File: config.mk
export PLATFORM = sky130hd
export DESIGN_NAME = dmem_arbiter
export DESIGN_NICKNAME = d
export VERILOG_FILES = /design/src/rtl/dmem_arbiter.sv
export SDC_FILE = /design/constraint.sdc
export NUM_CORES = 1
export LEC_CHECK = 0
export ABC_AREA = 1
export CAP_MARGIN = 15
export CORE_AREA = 5 5 95 97
export DETAILED_ROUTE_END_ITERATION = 7
export DIE_AREA = 0 0 100 102
export GPL_TIMING_DRIVEN = 0
export PLACE_DENSITY = 0.77
export RECOVER_POWER = 25
export SYNTH_ARGS = -nofsm -noshare
export SYNTH_HDL_FRONTEND = slang
export SYNTH_SLANG_ARGS = --single-unit
File: constraint.sdc
create_clock -name clk -period 1.6 [get_ports clk]
set_clock_uncertainty 0.05 [all_clocks]
set_input_delay 0.16 -clock clk [delete_from_list [all_inputs] [get_ports clk]]
set_output_delay 0.16 -clock clk [all_outputs]
set_load 0.05 [all_outputs]
File: src/rtl/dmem_arbiter.sv
// Two-requester arbiter in front of a single-port data memory with 1-cycle read latency.
// CPU has default priority; a saturating starvation counter forces an IO grant.
module dmem_arbiter #(
    parameter int ADDR_W      = 14,
    parameter int DATA_W      = 32,
    parameter int IO_MAX_WAIT = 4
) (
    input  logic              clk,
    input  logic              rst,
    input  logic              cpu_req,
    input  logic              cpu_we,
    input  logic [ADDR_W-1:0] cpu_addr,
    input  logic [DATA_W-1:0] cpu_wdata,
    output logic              cpu_gnt,
    output logic              cpu_rvalid,
    output logic [DATA_W-1:0] cpu_rdata,
    input  logic              io_req,
    input  logic              io_we,
    input  logic [ADDR_W-1:0] io_addr,
    input  logic [DATA_W-1:0] io_wdata,
    output logic              io_gnt,
    output logic              io_rvalid,
    output logic [DATA_W-1:0] io_rdata,
    output logic              mem_en,
    output logic              mem_we,
    output logic [ADDR_W-1:0] mem_addr,
    output logic [DATA_W-1:0] mem_wdata,
    input  logic [DATA_W-1:0] mem_rdata,
    output logic [3:0]        io_wait_dbg,
    output logic [1:0]        rd_owner_dbg
);

    typedef enum logic [1:0] {
        OWN_NONE = 2'd0,
        OWN_CPU  = 2'd1,
        OWN_IO   = 2'd2
    } owner_e;

    localparam logic [3:0] MAX_WAIT = 4'(IO_MAX_WAIT);

    owner_e     rd_owner_q, rd_owner_d;
    logic [3:0] io_wait_q, io_wait_d;
    logic       io_force;
    logic       io_win;
    logic       cpu_win;

    // Grants are suppressed during reset, so a request seen with rst high never issues.
    always_comb begin
        io_force = (io_wait_q == MAX_WAIT);
        io_win   = !rst && io_req && (io_force || !cpu_req);
        cpu_win  = !rst && cpu_req && !io_win;
    end

    always_comb begin
        mem_en    = 1'b0;
        mem_we    = 1'b0;
        mem_addr  = '0;
        mem_wdata = '0;
        if (io_win) begin
            mem_en    = 1'b1;
            mem_we    = io_we;
            mem_addr  = io_addr;
            mem_wdata = io_wdata;
        end else if (cpu_win) begin
            mem_en    = 1'b1;
            mem_we    = cpu_we;
            mem_addr  = cpu_addr;
            mem_wdata = cpu_wdata;
        end
    end

    always_comb begin
        rd_owner_d = OWN_NONE;
        if (io_win && !io_we) begin
            rd_owner_d = OWN_IO;
        end else if (cpu_win && !cpu_we) begin
            rd_owner_d = OWN_CPU;
        end

        io_wait_d = '0;
        if (io_req && !io_win) begin
            io_wait_d = (io_wait_q == MAX_WAIT) ? MAX_WAIT : io_wait_q + 4'd1;
        end
    end

    always_ff @(posedge clk) begin
        if (rst) begin
            rd_owner_q <= OWN_NONE;
            io_wait_q  <= '0;
        end else begin
            rd_owner_q <= rd_owner_d;
            io_wait_q  <= io_wait_d;
        end
    end

    always_comb begin
        cpu_gnt      = cpu_win;
        io_gnt       = io_win;
        cpu_rvalid   = (rd_owner_q == OWN_CPU);
        io_rvalid    = (rd_owner_q == OWN_IO);
        cpu_rdata    = cpu_rvalid ? mem_rdata : '0;
        io_rdata     = io_rvalid ? mem_rdata : '0;
        io_wait_dbg  = io_wait_q;
        rd_owner_dbg = rd_owner_q;
    end

endmodule

==> results <==
- The maximum fanout encountered on the critical timing path is 10.
- The y dimension of the die is a little over 100 um.
- The count of buffers added on input and output ports is between 200 and 300.
- Of the total power, the clock network draws 0.106.
- The switching fraction of total power is 0.477.
- Before antenna repair, the detailed router went through 4 iterations.
- Dividing total power by cell area gives a power density of around 340 mW/mm2.
- The synthesized netlist net count is 436.
- Using the TritonRoute via totals, the vias-per-cell ratio works out to 4.65.
- The number of distinct library cells after synthesis is 17.
- Entering global routing, the biggest net connects 11 pins.
- The signal arrival time at the worst endpoint is roughly 1.7 ns.
- The highest achievable clock rate is ~530 MHz.
- The count of final max-slew check failures was 0.
- The static leakage is roughly 2.7 nW.
- The clock sink count is 6.
- CTS placed an instance of sky130_fd_sc_hd__clkbuf_8 at the clock tree root.
- Row generation in the floorplan step produced 33 rows.
- The tightest hold path in the finished design has a slack of around 0.46 ns.
- For the worst setup path, the data required time is between 1 and 1.5 ns.
- The congestion estimate from routability-driven global placement came to approximately 0.83.
- The number of H-tree levels is 1.
- Setup repair after global routing could not meet its margin everywhere.
- The part of the Yosys area used for sequential elements is 0.0825.
- The overall die area is between 0.01 and 0.015 mm2.
- The flow ran to the end, but the final reports show violations.
- Subtracting the final worst setup slack from the clock period gives roughly 1.9 ns.
- The cell area after synthesis is 0.00146 mm2.
- The number of buffers inserted during clock tree synthesis is 3.
- In the layout the commonest cells are 128 x sky130_fd_sc_hd__clkdlybuf4s50_1, 61 x sky130_fd_sc_hd__nor2_4, 55 x sky130_fd_sc_hd__buf_8, 45 x sky130_fd_sc_hd__nand3_2, 43 x sky130_fd_sc_hd__nand2_4.
- The die is ~100 um wide.
- Once routing completed, OpenROAD measured the worst setup slack at -0.271 ns.
- The total congestion overflow is 0.
- The initial utilization of the core area, before any placement, comes to 0.181.
- Pin placement for this block handled between 200 and 300 I/O pins.
- After technology mapping, the gate count stands at ~300.
- The clock passes through at most 2 buffers.
- After clock tree synthesis, the flow added hold-fix buffers numbering 0.
- The half-perimeter wire length of the detailed placement result is about 8.9 mm.
- The worst setup path is captured at an output pin.
- The share of total power dissipated in combinational logic is 0.825.
- The number of DRC violations after detailed routing is 0.
- The core region is between 0.008 and 0.009 mm2.
- The routed wire length is 13.2 mm.
- The worst hold-check path type is flop to flop.
- The number of antenna violations at the first check in global routing is 1.
- The Yosys step of the flow raised 0 warnings.
- The clock tree from TritonCTS is yes.
- The cell-internal power is ~1.2 mW.
- In the final layout, the share of cells above drive strength 1 is 0.655.
- After the last flow step, the layout net total stands at ~720.
- The total of endpoints with negative setup slack in the final report is between 40 and 50.
- The switching power summed over all nets is around 1.1 mW.
- The number of antenna diodes in the final layout is 0.
- The checks that failed: negative setup slack.
- Leaving out fill and tap cells, the most frequent cell in the layout is sky130_fd_sc_hd__clkdlybuf4s50_1.
- Once layout is complete, the utilization of the core stands at 0.798.
- The worst-case vdd ir drop is ~0.23 mV.
- The global-route total usage across every layer is 0.222.
- The via count of the first global-routing pass came to roughly 3.5k.
- In the finished design, the share of the clock period the worst path needs comes to 1.17.
- STA classifies the critical path startpoint as an input port.
- The total of max-cap violations is 0.
- After clock tree synthesis, the clock-pin slew on the worst setup and hold paths is 0.04 ns.
- At the later pin of the worst-skew pair, clock insertion delay measures 0.22 ns.
- The initial detailed-routing violation count is 56.
- The summed area of non-filler cells in the final layout is 0.00643 mm2.
- The share of total power dissipated in sequential elements is 0.069.
- The via count is about 3.2k.
- Relative to the synthesized area, the layout overhead comes to 341%.
- The mean instance size in the synthesized netlist is about 4.8 um2.
- The setup path with the least slack is of type input port to output pin.
- The slew at the pin closest to its max-slew limit is 0.538 ns.
- Once placement finished, the instance area stood at 0.00497 mm2.
- The first global-routing pass estimated roughly 18 mm of wire.
- In this run the remaining antenna-violating nets after routing total 0.
- The wire length per cell is 19.1 um.
- The post-synthesis sequential element count is 6.
- The final number of hold-violating endpoints was 0.
- The headroom to the max-slew limit is 0.643.
==> Yosys cell counts, drive strengths merged <==
library cell,count,share of area
nand3,96,0.33
nor2,72,0.19
nand2,53,0.14
inv,46,0.12
buf,18,0.083
clkbuf,8,0.021
dfxtp,6,0.082
ha,2,0.017
a21oi,1,0.0034
xnor2,1,0.0060
xor2,1,0.0060
==> power by group through the flow <==
stage                     clock (mW)  sequential, mW  combinational, mW
after floorplan                    0           0.166              0.772
after global placement             0           0.156               1.37
after detailed placement           0           0.156               1.38
after CTS                      0.236           0.153               1.72
after global routing           0.245           0.153               1.89
final                          0.233           0.153               1.82
==> per-stage QoR <==
| stage | setup slack [ns] | power, mW | std cells | TNS [ns] |
|---|---|---|---|---|
| after floorplan | -0.0386 | 0.938 | 304 | -0.427 |
| after detailed placement | -1.01 | 1.54 | 660 | -67.45 |
| after global placement | -0.979 | 1.53 | 660 | -66.10 |
| final | -0.271 | 2.21 | 693 | -10.21 |
| after global routing | -0.318 | 2.29 | 693 | -12.90 |
| after CTS | -0.274 | 2.11 | 685 | -9.91 |
==> registers in the layout, summed over array words and instances, names as in the netlist <==
register / cells
rd_owner_dbg: 2
io_wait_dbg: 4
==> cell families after synthesis <==
group / synth area share
AOI/OAI and AO/OA: 0.00343
xor gates and xnor gates: 0.0120
adders and majority gates: 0.0172
buffers and inverters: 0.223
DFF: 0.0825
and+or+nand+nor: 0.662
==> metal layers <==
metal | vias up | share of wire | routed length [um] | track usage
li1 | 1527 | - | - | -
met1 | 1490 | 0.32 | 4290 | 0.220
met2 | 176 | 0.55 | 7320 | 0.458
met3 | 26 | 0.091 | 1210 | 0.0601
met4 | 2 | 0.028 | 374 | 0.0415
met5 | - | 0.00098 | 13 | 0
==> worst max-delay path, cell delays in order <==
cell and delay, ns:
sky130_fd_sc_hd__dlygate4sd2_1 0.37, sky130_fd_sc_hd__inv_1 0.13, sky130_fd_sc_hd__nor2_2 0.21, sky130_fd_sc_hd__clkbuf_2 0.38
sky130_fd_sc_hd__nand3_2 0.17, sky130_fd_sc_hd__nand2_4 0.09, sky130_fd_sc_hd__buf_8 0.14
==> final timing paths <==
kind                                                start  depth (start not counted)  slack [ns]                    endpoint
worst max register to register  io_wait_dbg[0]$_SDFF_PP0_                          8        0.35  rd_owner_dbg[0]$_SDFF_PP0_
worst max-delay path                              cpu_req                          7       -0.27                mem_wdata[5]
worst min-delay path            io_wait_dbg[3]$_SDFF_PP0_                          2        0.46   io_wait_dbg[3]$_SDFF_PP0_
worst min register to register  io_wait_dbg[3]$_SDFF_PP0_                          2        0.46   io_wait_dbg[3]$_SDFF_PP0_
==> timing repair <==
item / CTS / global route
gates cloned: 7 / 5
endpoints found under the hold margin: 0 / 0
setup endpoints to repair: 119 / 63
buffers inserted: 14 / 5
gates resized for setup: 902 / 55
pin swaps: 25 / 15
==> area by class of cell <==
cell class              count  area (um2)
flip-flops and latches      6         135
repair buffers            280        3010
plain buffers              26         405
inverters                  46         194
clock buffers               4        45.0
multi-input cells         226        2510
well taps                 105         131
fillers                   500        1620
Note: power is estimated with default switching activity, not from simulation.
